[src/rtl/secuenciador_juego.sv]
// secuenciador_juego: round FSM, lives/level counters and step/repaint strobes for the car-dodging game.
// Define SECUENCIADOR_PAUSA_EN to add the iPausa input and the PAUSA state.
module secuenciador_juego #(
    parameter int VIDAS_INI     = 3,
    parameter int PASOS_NIVEL   = 8,
    parameter int NIVEL_MAX     = 7,
    parameter int PERIODO_BASE  = 8,
    parameter int FRAMES_GRACIA = 60
) (
    input  logic       iClk,
    input  logic       iReset,
    input  logic       iStart,
    input  logic       iChoque,
    input  logic       iPunto,
    input  logic       iFrame,
`ifdef SECUENCIADOR_PAUSA_EN
    input  logic       iPausa,
`endif
    output logic [2:0] oEstado,
    output logic       oPaso,
    output logic       oPasoJugador,
    output logic       oEnableLFSR,
    output logic       oPintar,
    output logic       oResetPintar,
    output logic [2:0] oNivel,
    output logic [1:0] oVidas
);
    localparam logic [2:0] IDLE = 3'd0, CARGA = 3'd1, JUEGO = 3'd2, CHOQUE = 3'd3, FIN = 3'd4, PAUSA = 3'd5;
    localparam int FW = $clog2(PERIODO_BASE + 1);
    localparam int SW = $clog2(PASOS_NIVEL + 1);
    localparam int GW = ($clog2(FRAMES_GRACIA + 1) < 4) ? 4 : $clog2(FRAMES_GRACIA + 1);

    function automatic logic [FW-1:0] periodo(input logic [2:0] n);
        periodo = (PERIODO_BASE > int'(n) + 1) ? FW'(PERIODO_BASE - int'(n)) : FW'(1);
    endfunction

    logic          start_prev, start_ev;
    logic [FW-1:0] frame_cnt, frame_n, p_cur, p_n;
    logic [SW-1:0] score, score_n;
    logic [GW-1:0] grace, grace_n;
    logic [2:0]    estado_n, nivel_n;
    logic [1:0]    vidas_n;
    logic          paso_n, pj_n, pintar_n;

    assign start_ev = iStart & ~start_prev;
`ifdef SECUENCIADOR_PAUSA_EN
    logic pausa_prev, pausa_ev;
    assign pausa_ev = iPausa & ~pausa_prev;
    always_ff @(posedge iClk or negedge iReset)
        if (!iReset) pausa_prev <= 1'b1;
        else         pausa_prev <= iPausa;
`endif

    always_comb begin
        estado_n = oEstado;
        frame_n  = frame_cnt;
        p_n      = p_cur;
        score_n  = score;
        grace_n  = grace;
        nivel_n  = oNivel;
        vidas_n  = oVidas;
        paso_n   = 1'b0;
        pj_n     = 1'b0;
        case (oEstado)
            IDLE: if (start_ev) begin
                vidas_n  = 2'(VIDAS_INI);
                nivel_n  = 3'd0;
                score_n  = '0;
                estado_n = CARGA;
            end
            CARGA: begin
                frame_n  = '0;
                p_n      = periodo(oNivel);
                estado_n = JUEGO;
            end
            JUEGO: begin
`ifdef SECUENCIADOR_PAUSA_EN
                if (pausa_ev) estado_n = PAUSA;
                else begin
`else
                begin
`endif
                    // the point is scored before a same-cycle crash is applied
                    if (iPunto) begin
                        score_n = (score == SW'(PASOS_NIVEL - 1)) ? '0 : score + 1'b1;
                        if (score == SW'(PASOS_NIVEL - 1) && oNivel < 3'(NIVEL_MAX)) nivel_n = oNivel + 3'd1;
                    end
                    if (iChoque) begin
                        vidas_n  = oVidas - 2'd1;
                        grace_n  = '0;
                        estado_n = (oVidas == 2'd1) ? FIN : CHOQUE;
                    end else if (iFrame) begin
                        pj_n = 1'b1;
                        // the period length is latched at each wrap so a level change applies to the next period
                        if (frame_cnt == p_cur - 1'b1) begin
                            frame_n = '0;
                            paso_n  = 1'b1;
                            p_n     = periodo(nivel_n);
                        end else frame_n = frame_cnt + 1'b1;
                    end
                end
            end
            CHOQUE: if (iFrame) begin
                if (grace == GW'(FRAMES_GRACIA - 1)) estado_n = CARGA;
                else grace_n = grace + 1'b1;
            end
            FIN: if (start_ev) estado_n = IDLE;
`ifdef SECUENCIADOR_PAUSA_EN
            PAUSA: if (pausa_ev) estado_n = JUEGO;
`endif
            default: estado_n = IDLE;
        endcase
    end

    assign pintar_n = (estado_n == JUEGO) || (estado_n == FIN) || (estado_n == PAUSA) ||
                      (estado_n == CHOQUE && grace_n[3]);

    always_ff @(posedge iClk or negedge iReset)
        if (!iReset) begin
            start_prev   <= 1'b1;
            oEstado      <= IDLE;
            frame_cnt    <= '0;
            p_cur        <= FW'(PERIODO_BASE);
            score        <= '0;
            grace        <= '0;
            oNivel       <= 3'd0;
            oVidas       <= 2'(VIDAS_INI);
            oPaso        <= 1'b0;
            oPasoJugador <= 1'b0;
            oEnableLFSR  <= 1'b0;
            oPintar      <= 1'b0;
            oResetPintar <= 1'b0;
        end else begin
            start_prev   <= iStart;
            oEstado      <= estado_n;
            frame_cnt    <= frame_n;
            p_cur        <= p_n;
            score        <= score_n;
            grace        <= grace_n;
            oNivel       <= nivel_n;
            oVidas       <= vidas_n;
            oPaso        <= paso_n;
            oPasoJugador <= pj_n;
            oEnableLFSR  <= (estado_n == JUEGO);
            oPintar      <= pintar_n;
            oResetPintar <= (estado_n == CARGA);
        end
endmodule

[config.mk]
export PLATFORM = sky130hd
export DESIGN_NAME = secuenciador_juego
export DESIGN_NICKNAME = d
export VERILOG_FILES = /design/src/rtl/secuenciador_juego.sv
export SDC_FILE = /design/constraint.sdc
export NUM_CORES = 1
export LEC_CHECK = 0
export CAP_MARGIN = 25
export CORE_ASPECT_RATIO = 1.1
export CORE_MARGIN = 1.5
export CORE_UTILIZATION = 40
export CTS_CLUSTER_DIAMETER = 40
export DETAILED_ROUTE_END_ITERATION = 12
export GPL_TIMING_DRIVEN = 0
export PLACE_DENSITY_LB_ADDON = 0.12
export RECOVER_POWER = 100
export SLEW_MARGIN = 20
export SYNTH_ARGS = -nofsm -noshare
export SYNTH_HDL_FRONTEND = slang
export SYNTH_SLANG_ARGS = --single-unit
[constraint.sdc]
create_clock -name iClk -period 4 [get_ports iClk]
set_input_delay 0.8 -clock iClk [delete_from_list [all_inputs] [get_ports iClk]]
set_output_delay 0.8 -clock iClk [all_outputs]
set_load 0.01 [all_outputs]
# Word level (Yosys, flattened, before mapping)
# Cells that the tools add are included.
# totals
ff_bits	32
latch_bits	0
ram_bits	0
rom_bits	0
input_bits	6
elab_cells	105
memories	0
# classes
n_addsub	10
mul	0
div_mod_pow	0
order_cmp	3
n_eq_ne	21
shifts	0
n_mux	40
n_bitwise	2
reduce_logical	15
# op_table
operator	count
two-way mux 4 bit	11
two-way mux 3 bit	10
one-hot mux 4 bit (2 select lines)	3
two-way mux 6 bit	3
inequality test 2 bit (second input constant)	8
one-hot mux 3 bit (5 select lines)	1
== test 3 x 2 -> 1 bit (second input constant)	4
one-hot mux 6 bit (2 select lines)	1
== test 3 bit (second input constant)	3
AND reduction 3 bit	3
adder 3 x 1 -> 4 bit (second input constant)	2
adder 4 x 1 -> 4 bit (second input constant)	2
> comparator 4 bit (first input constant)	2
AND reduction 4 bit	2
subtractor 4 x 3 -> 4 bit (first input constant)	2
two-way mux 1 bit	7
adder 6 x 1 -> 6 bit (second input constant)	1
== test 3 x 1 -> 1 bit (second input constant)	2
== test 6 bit (second input constant)	1
one-hot mux 3 bit (2 select lines)	1
nonzero test 2 bit	3
== test 4 x 3 -> 1 bit (second input constant)	1
== test 4 bit	1
two-way mux 2 bit	2
other kinds (12)	15

# Depth between registers and ports, before layout
# depth
word_depth	12
depth_mapped	11
mapped_depth_nobuf	10

# Worst setup path after synthesis
# No wires, ideal clock.
# synth_path
kind	input port to flip-flop
startpoint	input port iPunto
endpoint	register p_cur[2]
setup_time_ns	0.125
t_arrival_ns	2.420
required_ns	3.875
setup_slack_ns	1.454
stages	10
cell_sequence	clkbuf_2 > nand4b_1 > nor2_1 > a21oi_1 > ha_1 > nor2b_1 > nor2b_1 > o21ai_0 > a31oi_1 > mux2_4
# synth_via
elab_chain_len	9
word_cells_on_any_way	10
cone_classes	add/sub (2); order compare (1); mux (7)
# synth_lines
element	line_no	text
from (decl)	14	input logic iPunto,
two-way mux 3 bit *	84	if (iPunto) begin
two-way mux 3 bit *	64	case (oEstado)
adder 3 x 1 -> 4 bit	34	periodo = (PERIODO_BASE > int'(n) + 1) ? FW'(PERIODO_BASE - int'(n)) : FW'(1);
> comparator 4 bit	34	
two-way mux 4 bit *	34	
two-way mux 4 bit *	95	if (frame_cnt == p_cur - 1'b1) begin
two-way mux 4 bit *	92	end else if (iFrame) begin
two-way mux 4 bit *	88	if (iChoque) begin
one-hot mux 4 bit (2 select lines) *	64	
to (signal assigned)	123	p_cur <= FW'(PERIODO_BASE);
to (signal assigned)	137	p_cur <= p_n;
to (decl)	38	logic [FW-1:0] frame_cnt, frame_n, p_cur, p_n;
# Every way passes the cells marked *; elsewhere a longest branch is shown, timed or not. The select of a mux whose other input is x is not followed.
# A chain may end at the register's enable or synchronous reset.

# Final worst setup path
# layout_path
startpoint	input port iChoque
endpoint	register p_cur[2]
# layout_via
elab_chain_len	2
# layout_lines
element	line_no	text
from (decl)	13	input logic iChoque,
inequality test 2 bit (no line)	-	
AND reduction 4 bit (no line)	-	
# Every way passes these cells.

==> impl_results.html <==
<table>
<tr><th>Metric</th><th>Value</th></tr>
<tr><th colspan="2">STA</th></tr>
<tr><td>Worst setup margin</td><td>1.31 ns</td></tr>
<tr><td>Clock tree skew after final layout</td><td>0.00681 ns</td></tr>
<tr><td>RSZ-0062 raised after global routing</td><td>false</td></tr>
<tr><td>Actual slew at the worst max-slew pin</td><td>1.69 ns</td></tr>
<tr><td>Final Slew Violations</td><td>33</td></tr>
<tr><td>Share of the clock period used by the worst path</td><td>between 60% and 70%</td></tr>
<tr><td>Total Neg Setup Slack</td><td>0 ns</td></tr>
<tr><td>Fin Hold WS</td><td>0.518 ns</td></tr>
<tr><td>Clock period minus worst slack</td><td>2.69 ns</td></tr>
<tr><td>Max transition margin</td><td>-12.8%</td></tr>
<tr><td>Maximum frequency from static timing analysis</td><td>371 MHz</td></tr>
<tr><td>Final hold violations</td><td>0</td></tr>
<tr><td>Count of final setup violators</td><td>0</td></tr>
<tr><th colspan="2">Synth</th></tr>
<tr><td>Instance count of the mapped netlist</td><td>194</td></tr>
<tr><td>Number of synthesized flops with an enable pin</td><td>0</td></tr>
<tr><td>Ys flop type</td><td>sky130_fd_sc_hd__dfrtp_1</td></tr>
<tr><td>Sequential-to-total area share from yosys stat</td><td>42.5%</td></tr>
<tr><td>Number of warnings issued by yosys</td><td>0</td></tr>
<tr><td>Synthesized area</td><td>1900 µm²</td></tr>
<tr><td>Number of register bits inferred by synthesis</td><td>32</td></tr>
<tr><td>Synth unique cells</td><td>between 50 and 60</td></tr>
<tr><td>Share of flip-flops with an asynchronous set or reset</td><td>100%</td></tr>
<tr><td>Synth Net Count</td><td>208</td></tr>
<tr><td>Avg Synthesized Cell Area</td><td>9.78 µm²</td></tr>
<tr><th colspan="2">Setup path</th></tr>
<tr><td>Cell-by-cell listing of the critical path</td><td>dlygate4sd3_1 -&gt; or4_1 -&gt; nor3_1 -&gt; a21oi_1 -&gt; mux2_1</td></tr>
<tr><td>Worst R2R End</td><td>p_cur[2]$_DFFE_PN0P_</td></tr>
<tr><td>Peak fanout along the critical path</td><td>7</td></tr>
<tr><td>R2R Setup Slk</td><td>1.41 ns</td></tr>
<tr><td>Slowest Stage Delay on Critical Path</td><td>0.63 ns</td></tr>
<tr><td>Worst setup path endpoint</td><td>p_cur[2]$_DFFE_PN0P_</td></tr>
<tr><td>Source of the critical timing path</td><td>iChoque</td></tr>
<tr><td>Number of cells on the worst reg-to-reg path</td><td>10</td></tr>
<tr><td>Setup crit start kind</td><td>input port</td></tr>
<tr><td>Data required, critical path</td><td>4.15 ns</td></tr>
<tr><td>Family with the most delay on the worst path</td><td>simple AND/OR/NAND/NOR gates</td></tr>
<tr><td>Start of the worst register-to-register path</td><td>score[0]$_DFFE_PN0P_</td></tr>
<tr><td>Count of buffering cells on the critical path with inverters included</td><td>1</td></tr>
<tr><td>Class of the most critical setup path</td><td>input port to flip-flop</td></tr>
<tr><td>Kind of capture point of the worst setup path</td><td>flip-flop</td></tr>
<tr><td>Worst-path cell with the longest stage delay</td><td>sky130_fd_sc_hd__dlygate4sd3_1</td></tr>
<tr><td>Worst Path Arrival</td><td>2.85 ns</td></tr>
<tr><td>Number of logic stages on the critical path including buffering</td><td>5</td></tr>
<tr><th colspan="2">Clocking</th></tr>
<tr><td>Clk_lat worst skew</td><td>between 0.2 and 0.3 ns</td></tr>
<tr><td>Hold_buf cts</td><td>0</td></tr>
<tr><td>Maximum number of buffers from clock root to sink</td><td>2</td></tr>
<tr><td>Clock buffer count from CTS</td><td>5</td></tr>
<tr><td>Clock slew at the register clock pins of the worst setup and hold paths</td><td>0.06 ns</td></tr>
<tr><td>Library cell used as clock root buffer</td><td>sky130_fd_sc_hd__clkbuf_8</td></tr>
<tr><td>CTS tree</td><td>built</td></tr>
<tr><td>Number of gates resized after cts</td><td>0</td></tr>
<tr><td>Sink Count</td><td>32</td></tr>
<tr><td>Post-CTS setup buffers</td><td>0</td></tr>
<tr><td>H-tree levels</td><td>2</td></tr>
<tr><th colspan="2">Routing</th></tr>
<tr><td>DR pass1 iterations</td><td>4</td></tr>
<tr><td>First-iteration detailed-routing DRC count</td><td>43</td></tr>
<tr><td>WL per Instance</td><td>14.3 µm</td></tr>
<tr><td>Number of vias after detailed routing</td><td>roughly 1,500</td></tr>
<tr><td>Post-DR vias/cell</td><td>5.56</td></tr>
<tr><td>Remaining antenna violation count after routing</td><td>0</td></tr>
<tr><td>DRC violation count after routing</td><td>0</td></tr>
<tr><td>Aggregate routed wire length</td><td>3.93 mm</td></tr>
<tr><th colspan="2">Global routing</th></tr>
<tr><td>Overall track demand over capacity in global routing</td><td>17.0%</td></tr>
<tr><td>Antenna violations before repair</td><td>0</td></tr>
<tr><td>Wire length of the first global-routing pass</td><td>6.59 mm</td></tr>
<tr><td>Largest net degree at the start of global routing</td><td>33</td></tr>
<tr><td>Via count of the first global-routing pass</td><td>1,465</td></tr>
<tr><td>Global-route congestion overflow total</td><td>0</td></tr>
<tr><th colspan="2">Floorplan</th></tr>
<tr><td>Number of placement rows</td><td>26</td></tr>
<tr><td>Die width</td><td>~69 µm</td></tr>
<tr><td>Placeable Area</td><td>4590 µm²</td></tr>
<tr><td>Number of top-level design ports</td><td>19</td></tr>
<tr><td>Die Y-Extent</td><td>75.2 µm</td></tr>
<tr><td>Initial standard-cell utilization of the core</td><td>41.4%</td></tr>
<tr><td>Die ar.</td><td>5160 µm²</td></tr>
<tr><th colspan="2">Worst hold path</th></tr>
<tr><td>Hold Path Stages</td><td>1</td></tr>
<tr><td>Class of the tightest hold or removal check</td><td>flip-flop to flip-flop</td></tr>
<tr><th colspan="2">Place</th></tr>
<tr><td>Place WS</td><td>approximately 1.2 ns</td></tr>
<tr><td>HPWL reported at the end of detailed placement</td><td>2.89 mm</td></tr>
<tr><td>Count of input and output buffers</td><td>17</td></tr>
<tr><td>Global placement routability congestion</td><td>~0.94</td></tr>
<tr><th colspan="2">Finish</th></tr>
<tr><td>NumNets Final</td><td>approximately 230</td></tr>
<tr><td>Register Area</td><td>slightly above 800 µm²</td></tr>
<tr><td>Share of the core filled with cells in the final layout</td><td>47.8%</td></tr>
<tr><td>Proportion of layout cells with a drive suffix above 1</td><td>9.13%</td></tr>
<tr><td>Layout overhead on the synthesized area</td><td>15.6%</td></tr>
<tr><td>Combined area of the multi-input logic cells</td><td>976 µm²</td></tr>
<tr><td>Count of filler cells inserted in the layout</td><td>434</td></tr>
<tr><td>Antenna diode instance count</td><td>0</td></tr>
<tr><th colspan="2">Pwr</th></tr>
<tr><td>Leakage power</td><td>1.02 nW</td></tr>
<tr><td>Power density of the placed cells</td><td>approximately 660 nW/µm²</td></tr>
<tr><td>Worst voltage drop across the vdd grid</td><td>335 µV</td></tr>
<tr><td>Total Power Consumption</td><td>about 1.4 mW</td></tr>
<tr><th colspan="2">Outcome</th></tr>
<tr><td>Violated checks</td><td>max-capacitance violations, max-slew violations</td></tr>
<tr><td>Result of the run</td><td>finished with violations</td></tr>
<tr><th colspan="2">Run</th></tr>
<tr><td>Max-cap violations</td><td>1</td></tr>
</table>
-- report_power, final --
| part | internal (mW) | switching (mW) |
|---|---|---|
| combinational | 0.316 | 0.330 |
| clock | 0.137 | 0.114 |
| sequential | 0.442 | 0.104 |
-- state kept, by name, indices dropped and copies added, names as in the netlist --
register	cells
grace	6
frame_cnt	4
p_cur	4
score	4
oEstado	3
oNivel	3
oVidas	2
oEnableLFSR	1
oPaso	1
oPasoJugador	1
oPintar	1
oResetPintar	1
start_prev	1
-- cells in the mapped netlist (4+ instances only) --
cell type | instances | area, µm²
sky130_fd_sc_hd__o21ai_0 | 12 | 60.1
sky130_fd_sc_hd__dfrtp_1 | 28 | 701
sky130_fd_sc_hd__nand2_1 | 15 | 56.3
sky130_fd_sc_hd__a21oi_1 | 12 | 60.1
sky130_fd_sc_hd__a31oi_1 | 4 | 25.0
sky130_fd_sc_hd__nor3_1 | 6 | 30.0
sky130_fd_sc_hd__nor2_1 | 16 | 60.1
sky130_fd_sc_hd__nand3_1 | 7 | 35.0
sky130_fd_sc_hd__nor2b_1 | 7 | 43.8
sky130_fd_sc_hd__mux2i_1 | 4 | 40.0
sky130_fd_sc_hd__xnor2_1 | 4 | 35.0
sky130_fd_sc_hd__and3_1 | 4 | 25.0
sky130_fd_sc_hd__xor2_1 | 4 | 35.0
sky130_fd_sc_hd__inv_1 | 9 | 33.8
sky130_fd_sc_hd__clkbuf_1 | 5 | 18.8
sky130_fd_sc_hd__ha_1 | 8 | 100
sky130_fd_sc_hd__dfstp_2 | 4 | 105
-- cells by family after synthesis --
kind of cell             share of synthesized area, %
AO/OA/AOI/OAI                                    17.0
XOR/XNOR                                         4.88
adder cells (fa/ha/maj)                          5.28
buffers and inverters                            4.48
flip-flops                                       42.5
multiplexers                                     4.29
AND/OR/NAND/NOR                                  21.6
-- routing by layer --
layer  up-vias  routed length (µm)  track usage (%)
met1       745                1880             22.0
met5         -                   0                0
met4         0                  42             7.78
met3         4                  92             3.29
met2        27                1910             27.5
li1        752                   -                -
-- how the worst min path moves through the flow --
stage	endpoint	slack [ns]	startpoint
2_1_floorplan	grace[0]$_DFFE_PN0P_	0.48	grace[0]$_DFFE_PN0P_
3_3_place_gp	grace[0]$_DFFE_PN0P_	0.50	grace[0]$_DFFE_PN0P_
6_report	grace[0]$_DFFE_PN0P_	0.52	grace[0]$_DFFE_PN0P_
3_5_place_dp	grace[0]$_DFFE_PN0P_	0.52	grace[0]$_DFFE_PN0P_
5_1_grt	grace[0]$_DFFE_PN0P_	0.56	grace[0]$_DFFE_PN0P_
4_1_cts	grace[0]$_DFFE_PN0P_	0.52	grace[0]$_DFFE_PN0P_
-- stage by stage --
step | std cells | area, µm²
after floorplan | 194 | 1900
final | 275 | 2190
after global routing | 275 | 2190
after global placement | 267 | 2140
after CTS | 275 | 2220
after detailed placement | 267 | 2130
-- worst register-to-register path, delay by kind of cell (launching register included) --
kind            cells  cell delay [ns]
compound gates      5             0.70
simple gates        2             0.55
fa+ha+maj           2             0.52
flops               1             0.39
mux                 1             0.30
-- layout make-up --
| type | instances | area share, % |
|---|---|---|
| flip-flops and latches | 32 | 36.7 |
| multi-input cells | 144 | 44.5 |
| clock inverters | 2 | 0.456 |
| inverters | 9 | 1.54 |
| clock buffers | 6 | 3.76 |
| repair buffers | 17 | 7.47 |
| plain buffers | 9 | 2.34 |
| well taps | 56 | 3.19 |
-- layout by cell type (no fill, tap or decap), types with 4 or more instances in the layout --
cell type and count:
sky130_fd_sc_hd__ha_1 8, sky130_fd_sc_hd__inv_1 9, sky130_fd_sc_hd__a21oi_1 13, sky130_fd_sc_hd__dfrtp_1 28, sky130_fd_sc_hd__nand2_1 15, sky130_fd_sc_hd__dfstp_2 4
sky130_fd_sc_hd__xor2_1 4, sky130_fd_sc_hd__o21ai_0 13, sky130_fd_sc_hd__dlygate4sd3_1 15, sky130_fd_sc_hd__mux2i_1 4, sky130_fd_sc_hd__and3_1 4, sky130_fd_sc_hd__nor2b_1 7
sky130_fd_sc_hd__nor2_1 16, sky130_fd_sc_hd__xnor2_1 4, sky130_fd_sc_hd__nor3_1 7, sky130_fd_sc_hd__a31oi_1 4, sky130_fd_sc_hd__clkbuf_1 6, sky130_fd_sc_hd__nand3_1 7
sky130_fd_sc_hd__clkbuf_8 6
Note: power is estimated with default switching activity, not from simulation.
